<file path="src/rtl/fpmul_arbiter.sv">
// fpmul_arbiter: round-robin arbiter/sequencer sharing one FP multiplier among N_REQ requesters.
// Define FPMUL_ARB_TIMEOUT_EN to bound the WAIT state by TIMEOUT cycles with a NaN/err substitute result.
module fpmul_arbiter #(
  parameter int N_REQ   = 4,
  parameter int TIMEOUT = 16
) (
  input  logic               clk,
  input  logic               rst,
  input  logic [N_REQ-1:0]   req_valid,
  input  logic [32*N_REQ-1:0] req_op1,
  input  logic [32*N_REQ-1:0] req_op2,
  output logic [N_REQ-1:0]   req_ready,
  output logic [N_REQ-1:0]   rsp_valid,
  output logic [31:0]        rsp_res,
  output logic               rsp_err,
  output logic               busy,
  output logic               mul_ready,
  output logic [31:0]        mul_op1,
  output logic [31:0]        mul_op2,
  input  logic [31:0]        mul_res,
  input  logic               mul_done
);
  localparam int IW = $clog2(N_REQ);
  typedef enum logic [1:0] {IDLE, ISSUE, WAIT, RESP} state_t;
  state_t r_state, w_next;
  logic [IW-1:0] r_last, w_gnt, w_idx;
  logic [IW:0] w_sum;
  logic [N_REQ-1:0] r_req_ready, r_rsp_valid;
  logic [31:0] r_res, r_op1, r_op2, w_op1, w_op2;
  logic r_mul_ready, w_take, w_fin, w_to;
  if (N_REQ < 2 || N_REQ > 8 || TIMEOUT < 8 || TIMEOUT > 255) begin : g_bad_cfg
    $error("fpmul_arbiter: parameter out of range");
  end
  // Later candidates overwrite earlier ones, so the nearest set bit after r_last wins.
  always_comb begin
    w_gnt = r_last;
    w_idx = '0;
    w_sum = '0;
    for (int k = N_REQ; k > 0; k--) begin
      w_sum = {1'b0, r_last} + (IW+1)'(k);
      w_idx = IW'(w_sum >= (IW+1)'(N_REQ) ? w_sum - (IW+1)'(N_REQ) : w_sum);
      w_gnt = req_valid[w_idx] ? w_idx : w_gnt;
    end
    w_op1 = '0;
    w_op2 = '0;
    for (int i = 0; i < N_REQ; i++) begin
      w_op1 = w_gnt == IW'(i) ? req_op1[32*i +: 32] : w_op1;
      w_op2 = w_gnt == IW'(i) ? req_op2[32*i +: 32] : w_op2;
    end
  end
  assign w_take = r_state == IDLE && |req_valid;
  assign w_fin  = r_state == WAIT && (mul_done || w_to);
  always_comb begin
    w_next = r_state == IDLE  ? (w_take ? ISSUE : IDLE) :
             r_state == ISSUE ? WAIT :
             r_state == WAIT  ? (w_fin ? RESP : WAIT) : IDLE;
  end
  always_ff @(posedge clk or posedge rst) begin
    if (rst) begin
      r_state     <= IDLE;
      r_last      <= IW'(N_REQ - 1);
      r_req_ready <= '0;
      r_rsp_valid <= '0;
      r_mul_ready <= 1'b0;
      r_res       <= '0;
      r_op1       <= '0;
      r_op2       <= '0;
    end else begin
      r_state     <= w_next;
      r_mul_ready <= w_take;
      r_req_ready <= w_take ? N_REQ'(1) << w_gnt : '0;
      r_rsp_valid <= w_fin ? N_REQ'(1) << r_last : '0;
      if (w_take) begin
        r_op1  <= w_op1;
        r_op2  <= w_op2;
        r_last <= w_gnt;
      end
      if (w_fin) r_res <= w_to ? 32'h7FFF_FFFF : mul_res;
    end
  end
`ifdef FPMUL_ARB_TIMEOUT_EN
  logic [7:0] r_cnt;
  logic r_err;
  assign w_to = r_state == WAIT && !mul_done && r_cnt == 8'(TIMEOUT - 1);
  always_ff @(posedge clk or posedge rst) begin
    if (rst) begin
      r_cnt <= '0;
      r_err <= 1'b0;
    end else begin
      r_cnt <= r_state == WAIT ? r_cnt + 8'd1 : 8'd0;
      if (r_state == WAIT) r_err <= w_to;
    end
  end
  assign rsp_err = r_err;
`else
  assign w_to    = 1'b0;
  assign rsp_err = 1'b0;
`endif
  assign req_ready = r_req_ready;
  assign rsp_valid = r_rsp_valid;
  assign rsp_res   = r_res;
  assign busy      = r_state != IDLE;
  assign mul_ready = r_mul_ready;
  assign mul_op1   = r_op1;
  assign mul_op2   = r_op2;
endmodule

</file>
<file path="config.mk">
export PLATFORM = sky130hd
export DESIGN_NAME = fpmul_arbiter
export DESIGN_NICKNAME = d
export VERILOG_FILES = /design/src/rtl/fpmul_arbiter.sv
export SDC_FILE = /design/constraint.sdc
export NUM_CORES = 1
export LEC_CHECK = 0
export ABC_AREA = 0
export CAP_MARGIN = 40
export CORE_AREA = 2 2 158 160
export DETAILED_ROUTE_END_ITERATION = 10
export DIE_AREA = 0 0 160 162
export SETUP_SLACK_MARGIN = 0.1
export SLEW_MARGIN = 10
export SYNTH_ARGS = -nofsm -noshare
export SYNTH_HDL_FRONTEND = slang
export SYNTH_SLANG_ARGS = --single-unit
</file>
<file path="constraint.sdc">
create_clock -name clk -period 3.8 [get_ports clk]
set_clock_uncertainty 0.2 [all_clocks]
set_input_delay 0.76 -clock clk [delete_from_list [all_inputs] [get_ports clk]]
set_output_delay 0.76 -clock clk [all_outputs]
set_load 0.005 [all_outputs]
</file>
======== Word level (Yosys, flattened, before mapping) ========
Cells that the tools add are included.
storage, ports and cells
  bits of input ports ..................... 295
  RAM bits ................................ 0
  word-level logic and storage cells ...... 68
  bits in registers ....................... 109
  latch bits .............................. 0
  memories kept ........................... 0
  ROM bits ................................ 0
  output and inout bits ................... 107
cells by class
  magnitude comparators ................... 8
  equal/unequal tests ..................... 5
  shift operators ......................... 2
  add/sub/neg operators ................... 8
  bitwise operators ....................... 0
  $mul .................................... 0
  mux-type cells .......................... 31
  divide/modulo/power cells ............... 0
  reduce and logical (&&, ||, !) cells .... 6
operators by type and width
  cell                                                                  number
  32-bit two-way mux                                                    8
  2-bit two-way mux                                                     11
  3-bit >= comparator, second input constant                            4
  2-bit by 3-bit < comparator with 1-bit output, second input constant  4
  1-bit binary-select mux with 2-bit select                             4
  4-bit two-way mux                                                     2
  1-bit by 2-bit left shift with 4-bit output, first input constant     2
  2-bit by 1-bit subtractor with 2-bit output, second input constant    4
  2-bit by 2-bit adder with 3-bit output, second input constant         2
  2-bit == test, second input constant                                  3
  1-bit two-way mux                                                     6
  2-bit by 1-bit == test with 1-bit output, second input constant       2
  2-bit logical NOT                                                     2
  4-bit OR reduction                                                    1
  2-bit by 1-bit adder with 3-bit output, second input constant         1
  2-bit by 3-bit adder with 3-bit output, second input constant         1
  1-bit logical AND                                                     2
  2-bit nonzero test                                                    1

======== Longest topological paths before layout ========
Gate-level depths: netlist of the first run.
  depth after elaboration ................. 14
  mapped depth ............................ 11

======== Worst setup path before layout of the first run ========
No wires, ideal clock.
  kind .................................... register to register
  start point ............................. register r_last[0]
  end point ............................... register r_op2[10], in the netlist mul_op2[10]
  path slack .............................. 1.089 ns
  data arrival time ....................... 2.425 ns
  clock period less this slack ............ 2.711 ns
  cell stages (with the launch flop) ...... 12
  path buffers ............................ 4
  path through ............................ dfstp_2 buf_6 inv_1 ha_1 mux2_2 o221ai_1 o311ai_1 or2_1 buf_4 buf_6 buf_6 o221ai_2
on the way
  cells in the longest elaborated chain, start to end .. 14
  elaborated cells between the ends (all ways) .. 36
  those cells by class .................... 8 x add/sub; 4 x order compare; 3 x eq/ne; 20 x mux; 1 x reduce/logical
ends and longest elaborated chain
  element                                                                             RTL line  source
  start: declaration                                                                  26        logic [IW-1:0] r_last, w_gnt, w_idx;
  start signal: assignment                                                            61        r_last <= IW'(N_REQ - 1);
  start signal: assignment                                                            76        r_last <= w_gnt;
  2-bit by 3-bit adder with 3-bit output                                              40        w_sum = {1'b0, r_last} + (IW+1)'(k);
  3-bit >= comparator or 2-bit by 1-bit subtractor with 2-bit output (tied branches)  41        w_idx = IW'(w_sum >= (IW+1)'(N_REQ) ? w_sum - (IW+1)'(N_REQ) : w_sum);
  2-bit two-way mux                                                                   41
  1-bit binary-select mux with 2-bit select                                           42        w_gnt = req_valid[w_idx] ? w_idx : w_gnt;
  1-bit two-way mux (not written as such)                                             42
  2-bit two-way mux (3 in a row)                                                      42
  2-bit two-way mux *                                                                 42
  2-bit logical NOT                                                                   48        w_op2 = w_gnt == IW'(i) ? req_op2[32*i +: 32] : w_op2;
  32-bit two-way mux (3 in a row)                                                     48
  32-bit two-way mux *                                                                48
  end signal: assignment                                                              75        r_op2 <= w_op2;
  end: declaration                                                                    29        logic [31:0] r_res, r_op1, r_op2, w_op1, w_op2;
Every way passes the cells marked *; elsewhere a longest branch is shown, timed or not. The select of a mux whose other input is x is not followed.
A chain may end at the register's enable or synchronous reset.

======== Worst setup path after layout of the first run ========
  start point ............................. register r_last[0]
  end point ............................... register r_op1[0], in the netlist mul_op1[0]
on the way
  cells in the longest elaborated chain, start to end .. 14
  elaborated cells between the ends (all ways) .. 36
  those cells by class .................... 8 x add/sub; 4 x order compare; 3 x eq/ne; 20 x mux; 1 x reduce/logical
ends and longest elaborated chain
  element                                                                             RTL line  source
  2-bit by 3-bit adder with 3-bit output                                              40
  3-bit >= comparator or 2-bit by 1-bit subtractor with 2-bit output (tied branches)  41
  2-bit two-way mux                                                                   41
  1-bit binary-select mux with 2-bit select                                           42
  1-bit two-way mux (not written as such)                                             42
  2-bit two-way mux (3 in a row)                                                      42
  2-bit two-way mux *                                                                 42
  2-bit logical NOT                                                                   47        w_op1 = w_gnt == IW'(i) ? req_op1[32*i +: 32] : w_op1;
  32-bit two-way mux (3 in a row)                                                     47
  32-bit two-way mux *                                                                47
  end signal: assignment                                                              74        r_op1 <= w_op1;
  end: declaration                                                                    29
Marks and branches as above.

==> impl_metrics.tcl, run 1 <==
set metrics [dict create \
    grt_max_degree 110 \
    outcome "finished clean" \
    tightest_slew_ns 0.6364 \
    io_pins 402 \
    synth_edf_count 0 \
    synth-seq-cells 109 \
    rsz0062_at_grt "false" \
    hold_buffers 0 \
    remaining_drc_errors 0 \
    netlist_instances 492 \
    worstRegToRegCells 8 \
    finalCriticalPeriod_ns 3.078 \
    floorplan.initialDensity 0.2564 \
    dr.pass1.iters 4 \
    rows 57 \
    postCtsSetupBuffers 0 \
    use_met2 0.2946 \
    syn2layout_area_growth_pct 71.82 \
    diodes 0 \
    synthTopCellsByArea "dfrtp_1 (43%), mux2i_1 (21%), o221ai_2 (6.8%)" \
    worstPathArrival_ns 3.09 \
    routedWlPerCell_um 19.02 \
    die_x_um 160 \
    cts_tree "yes" \
    top_usage_layer "met2" \
    die_h_um 162 \
    crit_type "register to register" \
    synthMostInstantiatedCell "mux2i_1" \
    peakVddDrop_uv 603.5 \
    worstReg2RegEnd "mul_op1[0]$_DFFE_PP0P_" \
    grt_usage 0.1724 \
    avgSynthCellArea_um2 12.56 \
    power.leakage_uw 0.004594 \
    antenna_found_initial 0 \
    hold_end "mul_op2[17]$_DFFE_PP0P_" \
    yosysTopAreaCell "dfrtp_1" \
    drv_slew 0 \
    whs_path_depth 2 \
    num_vias 5512 \
    syn_area_mm2 0.006181 \
    final_nets 1174 \
    clk_latency_ns 0.36 \
    drive_gt1_frac 0.1129 \
    r2r_start "r_last[0]$_DFFE_PP1P_" \
    postLayoutCellArea_mm2 0.01062 \
    synth.net_count 794 \
    cts-root-buf "clkbuf_16" \
    port_buffers 400 \
    yosysUniqueCellTypes 39 \
    min_path_type "register to register" \
    drt-total-wl_um 22850 \
    cts_resized 0 \
    ant_nets 0 \
    cts_sinks 109 \
    finalSetupViolCount 0 \
    grt_use_met3 0.05873 \
    clk_pin_slew_ns 0.09 \
    period_share 0.8101 \
    met1_usage 0.2073 \
    max_slew_margin 0.5757 \
    via_per_inst 4.590 \
    dp.cells 1185 \
    worstSetupStartpointType "register" \
    end_kind "register" \
    r2r_slack_ns 0.72 \
    async_reset_ff_frac 1.000 \
    tns_ns 0 \
    worstPathMaxFanout 38 \
    grt_pass1_vias 6006 \
    final_cells 1201 \
    clk_path_buf_depth 2 \
    numCtsBuffers 9 \
    synthTopCellsByCount "mux2i_1 (131), dfrtp_1 (107), nand2_1 (66)" \
    ys_seq_area_frac 0.4417 \
    finalHoldViolCount 0 \
    drtIter0Drc 239 \
    grt-ovfl-total 0 \
    grt_pass1_wl_um 34920 \
    die_area_mm2 0.02592 \
    yosysTopAreaCellShare 0.4332 \
    max_freq_mhz 324.9 \
    post-dp-hpwl_um 16860 \
    maxCapViolCount 0 \
    worstHoldStart "mul_op2[17]$_DFFE_PP0P_" \
    placed_area_mm2 0.01032 \
    power_density_mw_per_mm2 774.9 \
    synth_top_flop_cell "dfrtp_1" \
    ys_warn_count 0 \
    place_congestion 0.8089 \
    critical_path_required_ns 3.81 \
    core-area_mm2 0.02411 \
    cts_max_level 3 \
]
## cells by family (layout without fill, tap and decap cells)
group                    after synthesis  after routing  share of synthesized area
AND/OR/NAND/NOR                       83             83                    0.05628
buffers and inverters                 52            437                    0.07854
adder cells (fa/ha/maj)                7              7                    0.01417
multiplexers                         166            166                     0.2765
flip-flops                           109            109                     0.4417
other                                  1              1                  0.0006067
AO/OA/AOI/OAI                         74             74                     0.1322
## stage by stage
step	total power, µW	setup WS [ns]	utilization	hold slack [ns]
2_1_floorplan	5620	1.089	-	0.2779
3_3_place_gp	7271	0.4245	0.4280	0.2672
3_5_place_dp	7330	0.3909	0.4280	0.2691
4_1_cts	8374	0.7315	0.4406	0.2918
5_1_grt	8822	0.5015	0.4406	0.3169
6_report	8229	0.7217	0.4406	0.2876
## how the worst max path moves through the flow
stage	cells after the start	from	to	slack, ns
finish	8	r_last[0]$_DFFE_PP1P_	mul_op1[0]$_DFFE_PP0P_	0.72
CTS	8	r_last[0]$_DFFE_PP1P_	mul_op2[2]$_DFFE_PP0P_	0.73
global route	8	r_last[0]$_DFFE_PP1P_	mul_op1[0]$_DFFE_PP0P_	0.50
global placement	7	req_valid[0]	mul_op2[2]$_DFFE_PP0P_	0.42
floorplan	11	r_last[0]$_DFFE_PP1P_	mul_op2[10]$_DFFE_PP0P_	1.09
detailed placement	7	req_valid[0]	mul_op2[2]$_DFFE_PP0P_	0.39
## cell type report
type,instances,area [µm²]
clock buffers,9,225.2
fillers,2340,13490
clock inverters,7,78.83
well taps,324,405.4
flip-flops and latches,109,2730
multi-input cells,331,2983
inverters,8,33.78
repair buffers,413,4164
## worst max-delay path: stages (launching register included)
cell and delay (ns):
dfstp_2 0.67, inv_1 0.11, ha_1 0.44, mux2_2 0.37, o221ai_1 0.16, o311ai_1 0.20
nand2_4 0.11, buf_4 0.42, o221ai_1 0.21
## flip-flops by register name, indices dropped and copies added, names as in the netlist
name / flops
req_ready: 4
r_last: 2
rsp_valid: 4
mul_op1: 32
rsp_res: 32
mul_op2: 32
mul_ready: 1
r_state: 2
## layout by cell type (no fill, tap or decap), types with 2 or more instances in the layout
| cell | Yosys | final |
|---|---|---|
| mux2_2 | 33 | 33 |
| o221ai_2 | 28 | 28 |
| inv_1 | 7 | 6 |
| buf_12 | 8 | 5 |
| nor2_1 | 5 | 5 |
| inv_6 | 0 | 2 |
| o221ai_1 | 37 | 37 |
| mux2i_1 | 131 | 131 |
| clkinv_8 | 0 | 2 |
| clkbuf_16 | 0 | 9 |
| o21ai_1 | 2 | 2 |
| clkdlybuf4s50_1 | 0 | 400 |
| dfrtp_1 | 107 | 107 |
| dfstp_2 | 2 | 2 |
| buf_4 | 3 | 8 |
| and3_1 | 4 | 4 |
| nand2_1 | 66 | 66 |
| nand3b_1 | 2 | 2 |
| ha_1 | 7 | 7 |
| clkinv_4 | 0 | 2 |
## power breakdown
part           internal (µW)  switching, µW
logic                   2820           2340
clock network            470            521
registers               1750            326
## per-layer routing
| layer | vias to the layer above | wire (µm) |
|---|---|---|
| met5 | - | 0 |
| met4 | 0 | 367 |
| met3 | 20 | 2028 |
| met2 | 261 | 11110 |
| met1 | 2635 | 9344 |
| li1 | 2596 | - |
Note: power is estimated with default switching activity, not from simulation.
==> run 2: changes to the inputs <==
==> constraint.sdc (replaced) <==
create_clock -name clk -period 2.6 [get_ports clk]
set_clock_uncertainty 0.2 [all_clocks]
set_input_delay 0.52 -clock clk [delete_from_list [all_inputs] [get_ports clk]]
set_output_delay 0.52 -clock clk [all_outputs]
set_load 0.005 [all_outputs]
==> impl_metrics.tcl, run 2 (same netlist as run 1, synthesis figures left out) <==
set metrics [dict create \
    dr.pass1.iters 4 \
    routedWlPerCell_um 19.64 \
    final_nets 1229 \
    rsz0062_at_grt "true" \
    clk_latency_ns 0.37 \
    drt-total-wl_um 24670 \
    final_common_cell "clkdlybuf4s50_1" \
    period_share 0.9955 \
    worstHoldStart "mul_op1[18]$_DFFE_PP0P_" \
    drive_gt1_frac 0.2629 \
    tns_ns 0 \
    end_kind "register" \
    drtIter0Drc 258 \
    cts_max_level 3 \
    cts_tree "yes" \
    core-area_mm2 0.02411 \
    final_cell_mix "clkdlybuf4s50_1 (400), dfrtp_1 (107), mux2i_1 (85)" \
    outcome "finished clean" \
    rows 57 \
    numCtsBuffers 9 \
    num_vias 5800 \
    crit_type "register to register" \
    crit_start "r_last[0]$_DFFE_PP1P_" \
    grt_pass1_vias 6259 \
    min_path_type "register to register" \
    peakVddDrop_uv 551.8 \
    place_congestion 0.8308 \
    post-dp-hpwl_um 17580 \
    finalSetupViolCount 0 \
    power.leakage_uw 0.004991 \
    port_buffers 400 \
    maxCapViolCount 0 \
    critical_path_required_ns 2.64 \
    via_per_inst 4.618 \
    max_freq_mhz 386.4 \
    p_total_uw 15120 \
    grt-ovfl-total 0 \
    ant_nets 0 \
    floorplan.initialDensity 0.2564 \
    worstPathMaxFanout 19 \
    finalCriticalPeriod_ns 2.588 \
    cts-root-buf "clkbuf_16" \
    clk_pin_slew_ns 0.09 \
    diodes 0 \
    cts_sinks 109 \
    die_h_um 162 \
    worstPathArrival_ns 2.63 \
    worstSetupStartpointType "register" \
    remaining_drc_errors 0 \
    die_area_mm2 0.02592 \
    antenna_found_initial 0 \
    power_density_mw_per_mm2 1250 \
    grt_pass1_wl_um 36610 \
    io_pins 402 \
    grt_max_degree 62 \
    clk_path_buf_depth 2 \
    die_x_um 160 \
    drv_slew 0 \
    hold_buffers 0 \
    syn2layout_area_growth_pct 95.59 \
    r2r_start "r_last[0]$_DFFE_PP1P_" \
    grt_usage 0.1820 \
    finalHoldViolCount 0 \
]
==> run 2: cell count changes in the layout (fill, tap and decap cells not counted), sizes merged <==
cell    delta
buf       +50
clkinv     -1
or2        +1
inv        +1
clkbuf     +4
==> run 2: worst max-delay path, stage by stage, from the launching register on <==
cell,delay (ns)
dfstp_2,0.59
buf_4,0.13
mux2_4,0.28
o221a_1,0.26
o22ai_4,0.20
buf_12,0.20
buf_16,0.20
mux2i_2,0.26
o221ai_2,0.12
==> run 2: per-layer routing <==
metal | track usage | vias up | share of wire
met5 | 0 | - | 0
met4 | 0.04668 | 0 | 0.015
met3 | 0.05388 | 21 | 0.078
met2 | 0.3172 | 250 | 0.50
met1 | 0.2207 | 2804 | 0.41
li1 | - | 2725 | -
==> run 2: stage by stage <==
step                setup slack [ns]  instance area [µm²]  cells  hold slack, ns    util
floorplan                    0.03030                 6232    492          0.2779       -
finish                       0.01181                12090   1256          0.2879  0.5015
global placement             -0.2922                10730   1216          0.2675  0.4452
global route                -0.07880                12090   1256          0.3144  0.5015
detailed placement           -0.3262                10730   1216          0.2700  0.4452
CTS                         0.002200                11720   1248          0.2937  0.4862
==> run 2: timing repair <==
item | CTS | global route
hold endpoints to repair | 0 | 0
buffers inserted | 11 | 4
endpoints found under the setup margin | 66 | 67
gates cloned | 5 | 6
pin swaps | 4 | 32
gates resized for setup | 73 | 56
==> run 2: final timing paths <==
kind	endpoint	slack (ns)	cells after the start
worst max-delay path	mul_op1[13]$_DFFE_PP0P_	0.01	8
worst min-delay path	mul_op1[18]$_DFFE_PP0P_	0.29	2
worst max register to register	mul_op1[13]$_DFFE_PP0P_	0.01	8
worst min register to register	mul_op1[18]$_DFFE_PP0P_	0.29	2
max in group asynchronous	mul_op2[19]$_DFFE_PP0P_	1.46	3
min in group asynchronous	rsp_res[15]$_DFFE_PP0P_	0.39	3
==> run 2: area by class of cell <==
| class | instances | area, µm² |
|---|---|---|
| clock inverters | 7 | 103.9 |
| flip-flops and latches | 109 | 2730 |
| repair buffers | 467 | 4977 |
| inverters | 8 | 36.28 |
| fillers | 2204 | 12020 |
| well taps | 324 | 405.4 |
| multi-input cells | 332 | 3611 |
| clock buffers | 9 | 225.2 |
==> run 2: where the power goes <==
group	total [µW]	switching, µW	leakage, µW	internal [µW]
registers	2980	428	0.00133	2560
clock network	1530	810	0.000158	718
logic	10600	4480	0.00350	6130
